===== config.mk =====
export PLATFORM = sky130hd
export DESIGN_NAME = lcd_timing_controller
export DESIGN_NICKNAME = d
export VERILOG_FILES = /design/src/rtl/lcd_timing_controller_pkg.sv /design/src/rtl/lcd_timing_controller_stat_irq.sv /design/src/rtl/lcd_timing_controller.sv
export SDC_FILE = /design/constraint.sdc
export NUM_CORES = 1
export LEC_CHECK = 0
export CORE_UTILIZATION = 48
export DETAILED_ROUTE_END_ITERATION = 8
export PLACE_DENSITY = 0.83
export SLEW_MARGIN = 15
export SYNTH_ARGS = -nofsm -noshare
export SYNTH_HDL_FRONTEND = slang
export SYNTH_HIERARCHICAL = 1
export SYNTH_SLANG_ARGS = --single-unit

===== constraint.sdc =====
create_clock -name clk -period 2.56 [get_ports clk]
set_input_delay 0.512 -clock clk [delete_from_list [all_inputs] [get_ports clk]]
set_output_delay 0.512 -clock clk [all_outputs]
set_load 0.005 [all_outputs]

===== src/rtl/lcd_timing_controller_pkg.sv =====
// Shared types and default timing for the LCD timing controller.
// The mode encoding matches the two STAT mode bits the CPU reads.
package lcd_timing_controller_pkg;

    typedef enum logic [1:0] {
        HBLANK     = 2'd0,
        VBLANK     = 2'd1,
        OAM_SEARCH = 2'd2,
        TRANSFER   = 2'd3
    } lcd_mode_t;

    localparam int DEF_DOTS_PER_LINE = 456;
    localparam int DEF_OAM_DOTS      = 80;
    localparam int DEF_XFER_DOTS     = 172;
    localparam int DEF_VISIBLE_LINES = 144;
    localparam int DEF_TOTAL_LINES   = 154;

endpackage


===== src/rtl/lcd_timing_controller_stat_irq.sv =====
// STAT interrupt line: LY/LYC compare, the four enabled sources, and an edge
// detector so overlapping sources only ever raise one request.
module lcd_stat_irq
    import lcd_timing_controller_pkg::*;
(
    input  logic       clk,
    input  logic       reset,
    input  logic       lcd_enable,
    input  logic       enabled,
    input  logic [7:0] ly,
    input  logic [7:0] lyc,
    input  lcd_mode_t  mode,
    input  logic [3:0] stat_int_en,
    output logic       coincidence,
    output logic       stat_irq
);

    logic stat_line;
    logic stat_line_q;

    always_comb begin
        coincidence = (ly == lyc);
        stat_line   = enabled & ((stat_int_en[3] & coincidence)
                               | (stat_int_en[2] & (mode == OAM_SEARCH))
                               | (stat_int_en[1] & (mode == VBLANK))
                               | (stat_int_en[0] & (mode == HBLANK)));
        stat_irq    = stat_line & ~stat_line_q;
    end

    // Cleared on disable so the first line after re-enable can raise a fresh edge.
    always_ff @(posedge clk) begin
        if (reset || !lcd_enable) begin
            stat_line_q <= 1'b0;
        end else begin
            stat_line_q <= stat_line;
        end
    end

endmodule


===== src/rtl/lcd_timing_controller.sv =====
// Dot/line timing for the background renderer: mode decode, render strobes,
// VBlank/STAT requests and CPU access windows for VRAM and OAM.
module lcd_timing_controller
    import lcd_timing_controller_pkg::*;
#(
    parameter int DOTS_PER_LINE = DEF_DOTS_PER_LINE,
    parameter int OAM_DOTS      = DEF_OAM_DOTS,
    parameter int XFER_DOTS     = DEF_XFER_DOTS,
    parameter int VISIBLE_LINES = DEF_VISIBLE_LINES,
    parameter int TOTAL_LINES   = DEF_TOTAL_LINES
) (
    input  logic       clk,
    input  logic       reset,
    input  logic       lcd_enable,
    input  logic [7:0] lyc,
    input  logic [3:0] stat_int_en,
    output logic       drawline,
    output logic [7:0] ly,
    output logic [1:0] mode,
    output logic       coincidence,
    output logic       vblank_irq,
    output logic       stat_irq,
    output logic       vram_cpu_ok,
    output logic       oam_cpu_ok,
    output logic       frame_start
);

    localparam int DOT_W = $clog2(DOTS_PER_LINE);

    localparam logic [DOT_W-1:0] DOT_LAST     = DOT_W'(DOTS_PER_LINE - 1);
    localparam logic [DOT_W-1:0] DOT_OAM      = DOT_W'(OAM_DOTS);
    localparam logic [DOT_W-1:0] DOT_XFER_END = DOT_W'(OAM_DOTS + XFER_DOTS);
    localparam logic [7:0]       LINE_VIS     = 8'(VISIBLE_LINES);
    localparam logic [7:0]       LINE_LAST    = 8'(TOTAL_LINES - 1);

    logic [DOT_W-1:0] dot;
    logic [7:0]       line;
    logic             enabled;
    lcd_mode_t        mode_s;

    // The cycle that first sees enabled=1 is dot 0 of line 0; counting starts after it.
    always_ff @(posedge clk) begin
        if (reset || !lcd_enable) begin
            enabled <= 1'b0;
            dot     <= '0;
            line    <= '0;
        end else begin
            enabled <= 1'b1;
            if (enabled) begin
                if (dot == DOT_LAST) begin
                    dot  <= '0;
                    line <= (line == LINE_LAST) ? 8'd0 : line + 8'd1;
                end else begin
                    dot <= dot + 1'b1;
                end
            end
        end
    end

    always_comb begin
        mode_s = HBLANK;
        if (enabled) begin
            if (line >= LINE_VIS) begin
                mode_s = VBLANK;
            end else if (dot < DOT_OAM) begin
                mode_s = OAM_SEARCH;
            end else if (dot < DOT_XFER_END) begin
                mode_s = TRANSFER;
            end else begin
                mode_s = HBLANK;
            end
        end
    end

    assign ly          = line;
    assign mode        = mode_s;
    assign drawline    = enabled && (line < LINE_VIS) && (dot == DOT_OAM);
    assign vblank_irq  = enabled && (line == LINE_VIS) && (dot == '0);
    assign frame_start = enabled && (line == 8'd0) && (dot == '0);
    assign vram_cpu_ok = !enabled || (mode_s != TRANSFER);
    assign oam_cpu_ok  = !enabled || ((mode_s != OAM_SEARCH) && (mode_s != TRANSFER));

    lcd_stat_irq u_stat_irq (
        .clk         (clk),
        .reset       (reset),
        .lcd_enable  (lcd_enable),
        .enabled     (enabled),
        .ly          (line),
        .lyc         (lyc),
        .mode        (mode_s),
        .stat_int_en (stat_int_en),
        .coincidence (coincidence),
        .stat_irq    (stat_irq)
    );

endmodule


# [After elaboration in Yosys (flattened, before gate mapping)]
# Index checks and enable logic that the tools add are counted.
[totals] output_inout_bits=17 word_cells=52 mem_bits_ro=0 ram_bits=0 memories=0 inputBits=15 latchBits=0 regBits=19
[classes] muxes=7 bitwise=10 n_eq_ne=9 magnitude_cmp=4 shift=0 n_reduce_logical=16 n_mul=0 add_sub_neg=2 div_mod_pow=0
[op_table] cell="$eq 8x8->1 const B" count=2
[op_table] cell="$add 9x1->9 const B" count=1
[op_table] cell="$eq 9x7->1 const B" count=1
[op_table] cell="$eq 9x9->1 const B" count=1
[op_table] cell="$logic_not 9->1" count=1
[op_table] cell="$lt 9x7->1 const B" count=1
[op_table] cell="$lt 9x8->1 const B" count=1
[op_table] cell="$mux 9" count=1
[op_table] cell="$add 8x1->8 const B" count=1
[op_table] cell="$eq 8x8->1" count=1
[op_table] cell="$ge 8x8->1 const B" count=1
[op_table] cell="$logic_not 8->1" count=1
[op_table] cell="$lt 8x8->1 const B" count=1
[op_table] cell="$mux 2" count=4
[op_table] cell="$mux 8" count=1
[op_table] cell="$logic_and 1x1->1" count=7
[op_table] cell="$and 1x1->1" count=6
[op_table] cell="$ne 2x2->1 const B" count=2
[op_table] cell="$logic_or 1x1->1" count=3
[op_table] cell="$or 1x1->1" count=3
[op_table] cell="$eq 2x1->1 const B" count=1
[op_table] cell="$eq 2x2->1 const B" count=1
[op_table] cell="$logic_not 1->1" count=2
[op_table] cell="$logic_not 2->1" count=1
[op_table] cell="other kinds (3)" count=3

# [Longest topological paths before layout]
[logic_depth] ltp_word=12 mapped_depth=8 mapped_depth_nobuf=8

# [Hierarchy]
# Netlist, hierarchy kept.
[by_module_without_submodules] mod="lcd_timing_controller" cells_per_inst=129 area_per_inst_um2=1042.2 instances=1 seq_area_each_um2=360.3
[by_module_without_submodules] mod="lcd_stat_irq" cells_per_inst=23 area_per_inst_um2=195.2 instances=1 seq_area_each_um2=20.0

# [Worst setup path after synthesis]
# No wires, ideal clock.
[synth_timing] path_kind="register to output" startpoint="register line[4], in the netlist ly[4]" endpoint="output port stat_irq" path_buffers=0 arrival_time_ns=1.803 path_stages_with_launch=9 required_ns=2.048 slack_ns=0.245 path_cell_list="dfxtp_1 > or3_1 > nand2_1 > nand2_1 > nor3_1 > mux2i_1 > nor2_1 > a31oi_1 > o32ai_2"
[synth_between] elab_chain_cells=10 word_cells_on_any_way=16 cone_classes="order compare: 1; eq/ne: 3; mux: 2; bitwise: 9; reduce/logical: 1"
[synth_lines] item="start: declaration" line_no="lcd_timing_controller.sv:37" rtl="logic [7:0] line;"
[synth_lines] item="start signal: assignment" line_no="lcd_timing_controller.sv:52" rtl="line <= (line == LINE_LAST) ? 8'd0 : line + 8'd1;"
[synth_lines] item="$ge 8x8->1 (*)" line_no="lcd_timing_controller.sv:63" rtl="if (line >= LINE_VIS) begin"
[synth_lines] item="$mux 2 (*)" line_no="lcd_timing_controller.sv:63"
[synth_lines] item="$mux 2 (*)" line_no="lcd_timing_controller.sv:62" rtl="if (enabled) begin"
[synth_lines] item="net mode[1]" line_no="lcd_timing_controller.sv:19" rtl="output logic [1:0] mode,"
[synth_lines] item="$eq 2x2->1" line_no="lcd_timing_controller_stat_irq.sv:24" rtl="| (stat_int_en[2] & (mode == OAM_SEARCH))"
[synth_lines] item="$and 1x1->1" line_no="lcd_timing_controller_stat_irq.sv:24"
[synth_lines] item="$or 1x1->1" line_no="lcd_timing_controller_stat_irq.sv:24"
[synth_lines] item="$or 1x1->1" line_no="lcd_timing_controller_stat_irq.sv:25" rtl="| (stat_int_en[1] & (mode == VBLANK))"
[synth_lines] item="$or 1x1->1 (*)" line_no="lcd_timing_controller_stat_irq.sv:26" rtl="| (stat_int_en[0] & (mode == HBLANK)));"
[synth_lines] item="$and 1x1->1 (*)" line_no="lcd_timing_controller_stat_irq.sv:23" rtl="stat_line = enabled & ((stat_int_en[3] & coincidence)"
[synth_lines] item="$and 1x1->1 (*)" line_no="lcd_timing_controller_stat_irq.sv:27" rtl="stat_irq = stat_line & ~stat_line_q;"
[synth_lines] item="end: declaration" line_no="lcd_timing_controller.sv:22" rtl="output logic stat_irq,"
# The timed path passes the listed nets; every way through them passes the cells marked *.

# [Worst setup path in the final report]
[layout_timing] startpoint="register line[6], in the netlist ly[6]" endpoint="output port stat_irq"
[layout_between] elab_chain_cells=10 word_cells_on_any_way=16 cone_classes="order compare: 1; eq/ne: 3; mux: 2; bitwise: 9; reduce/logical: 1"
[layout_lines] item="$ge 8x8->1" line_no="lcd_timing_controller.sv:63"
[layout_lines] item="$mux 2" line_no="lcd_timing_controller.sv:63"
[layout_lines] item="$mux 2" line_no="lcd_timing_controller.sv:62"
[layout_lines] item="$eq 2x2->1" line_no="lcd_timing_controller_stat_irq.sv:24"
[layout_lines] item="$and 1x1->1" line_no="lcd_timing_controller_stat_irq.sv:24"
[layout_lines] item="$or 1x1->1" line_no="lcd_timing_controller_stat_irq.sv:24"
[layout_lines] item="$or 1x1->1" line_no="lcd_timing_controller_stat_irq.sv:25"
[layout_lines] item="$or 1x1->1 (*)" line_no="lcd_timing_controller_stat_irq.sv:26"
[layout_lines] item="$and 1x1->1 (*)" line_no="lcd_timing_controller_stat_irq.sv:23"
[layout_lines] item="$and 1x1->1 (*)" line_no="lcd_timing_controller_stat_irq.sv:27"
# Mark *: on every way between the ends. The rest lies on a longest branch, timed or not.

==> impl_metrics.toml <==
[power]
p_leak_nw = 0.748
power_density_nw_per_um2 = 285
ir_worst_vdd_uv = 282

[cells_and_area]
final_nets = 228
drive_gt1_share_pct = 23.2
area_growth_pct = 46.6
fin_util_pct = 73.9
n_fill_cell = 183
antenna_cells = 0

[synth]
synthDominantCellAreaShare_pct = 30.7
synth.avg_cell_area_um2 = 8.14
synth-edff-count = 0
yosys_warnings = 6
synth-seq-cells = 19
synth-main-ff-cell = "dfxtp_1"
async_flop_share_pct = 0
ys_seq_area_share_pct = 30.7
netlist_instances = 152
ys_types = 40
yosys-top-cells-area = "dfxtp_1, xor2_1, nand2_1"
ys_top_cells_by_count = "dfxtp_1, nand2_1, nor2_1"
syn-num-nets = 172
syn_area_um2 = 1240
synth_top_area_cell = "dfxtp_1"

[worst_setup_path]
crit_arrival_ns = 2.01
r2r_start = "ly[6]"
r2r-end = "u_stat_irq/stat_line_q"
cp_top_family = "simple AND/OR/NAND/NOR gates"
crit_path_start_kind = "flop"
crit_required_ns = 2.05
cp-endpoint = "stat_irq"
cp_common_cell = "nand2_4"
endpoint_kind = "output pin"
crit_path_start = "ly[6]"
critPathBufInv = 1
crit_type = "flop to output pin"
path_depth = 9
reg2regPathDepth = 10
cp_max_fo = 2
crit_chain = "or3_4, nand2_4, nand2_4, nor3_4, mux2i_1, nor2_1, a31oi_2, o32ai_2, buf_2"
rrSetupSlack_ns = 0.66
cp_slowest_stage_delay_ns = 0.41
slowest_stage = "or3_4"

[cts]
cts_root_buf = "clkbuf_4"
cts_hold_buf = 0
clock_latency_ns = 0.29
tritoncts = "built"
cts_buffers = 3
clock_path_buffers = 2
clock_sinks = 19
cts.htree.levels = 1
clk_pin_slew_worst_paths_ns = 0.11

[placement]
hpwl_um = 2520
portBuffers = 31
place.gp.congestion = 0.867
place_ws_ns = -0.256

[sta]
min_period_over_period_pct = 98.7
relSlewSlack_pct = 71.3
worst_pin_slew_ns = 0.424
drv_slew = 0
setup_viol = 0
rsz0062_at_grt = "yes"
layout_setup_ws_ns = 0.0337
max_freq_mhz = 396
hold_viol_final = 0
period_needed_ns = 2.53
fin_setup_tns_ns = 0
skew_ns = 0.00149

[global_routing]
overflow = 0
antenna_found_initial = 0
grt_max_degree = 14
grt_pass1_vias = 1353
grt_pass1_wl_um = 5460
grt.total_usage_pct = 26.1

[floorplanning]
dieArea_um2 = 2790
dieHeight_um = 52.8
start_util_pct = 50.4
pin_count = 32
core_um2 = 2450
die_x_um = 52.8
fp-row-count = 18

[route]
drt_iter0_drc = 30
drtPass1Iterations = 4
vias = 1298
drc = 0
ant_nets = 0
viasPerCell = 5.48
drt-total-wl_um = 3290
wl_per_cell_um = 13.9

[run_status]
outcome = "finished, final reports clean"

[worst_hold_path]
hp-class = "flop to flop"

[job]
drv_cap = 0
[power by group]
| part | switching (W) | leakage, nW | internal [W] |
|---|---|---|---|
| Sequential | 0.00000190 | 0.154 | 0.000297 |
| Combinational | 0.0000284 | 0.579 | 0.0000407 |
| Clock | 0.0000890 | 0.0150 | 0.0000605 |
[stage by stage]
stage | power, W | hold WS [ns] | cell area [um^2] | std cells
finish | 0.000518 | 0.562 | 1810 | 237
CTS | 0.000522 | 0.564 | 1790 | 238
detailed placement | 0.000373 | 0.549 | 1720 | 230
floorplan | 0.000333 | 0.503 | 1240 | 152
global placement | 0.000370 | 0.535 | 1720 | 230
global route | 0.000545 | 0.602 | 1810 | 237
[layer usage]
| metal | share of wire (%) | routed length (um) | GRT usage (%) | vias up |
|---|---|---|---|---|
| li1 | - | - | - | 647 |
| met1 | 39 | 1300 | 28.3 | 607 |
| met2 | 55 | 1800 | 48.3 | 36 |
| met3 | 4.0 | 131 | 4.64 | 8 |
| met4 | 1.7 | 55 | 11.4 | 0 |
| met5 | 0 | 0 | 0 | - |
[state kept, by name (all words and copies together) (netlist names)]
register	cells
dot	9
enabled	1
ly	8
u_stat_irq/stat_line_q	1
[cells in the final DEF, fill, tap and decap left out, types with 3 or more instances in the layout]
cell type	netlist	final
ha_1	5	5
inv_1	8	8
nand2_1	19	17
xnor2_1	4	4
clkbuf_4	0	3
nand4_1	3	3
clkdlybuf4s50_1	0	22
dlygate4sd2_1	0	5
nor3_1	4	3
nand3_1	6	6
dfxtp_1	19	17
or4_1	5	5
dlymetal6s2s_1	0	3
nand3b_1	3	3
nor4_2	2	3
xor2_1	12	12
nor2_1	14	14
a21oi_1	8	8
buf_4	1	25
o21ai_1	5	5
[cell type report]
| cell class | instances | area, um^2 | share of cell area [%] |
|---|---|---|---|
| Tap cell | 30 | 37.5 | 2.07 |
| Timing Repair Buffer | 56 | 494 | 27.2 |
| Clock buffer | 4 | 26.3 | 1.45 |
| Multi-Input combinational cell | 120 | 843 | 46.5 |
| Sequential cell | 19 | 383 | 21.1 |
| Inverter | 8 | 30.0 | 1.66 |
[logic make-up (layout without fill, tap and decap cells)]
logic type | after synthesis | after routing | share of synthesized area, %
AO/OA/AOI/OAI | 19 | 19 | 9.40
XOR/XNOR | 16 | 16 | 11.3
adder cells (fa/ha/maj) | 5 | 5 | 5.06
buffers and inverters | 13 | 68 | 4.95
flip-flops | 19 | 19 | 30.7
multiplexers | 2 | 2 | 1.62
AND/OR/NAND/NOR | 78 | 78 | 36.9
[worst min-delay path by stage]
stage / to / depth (start not counted) / startpoint
global placement: dot[1] / 2 / dot[1]
global route: dot[0] / 2 / dot[0]
detailed placement: ly[0] / 2 / ly[0]
CTS: ly[0] / 2 / ly[0]
floorplan: ly[6] / 2 / ly[6]
finish: ly[0] / 2 / ly[0]
[tightest hold or removal path, delay by kind of cell, from the launching register on]
family | cells | cell delay, ns
DFF | 1 | 0.39
AOI/OAI and AO/OA | 1 | 0.06
and+or+nand+nor | 1 | 0.08
[what timing repair did]
item,CTS,global route
pin swaps,7,5
endpoints found under the setup margin,8,4
gates resized for setup,17,8
buffers inserted,4,0
Power figures use the tool's default switching activity.
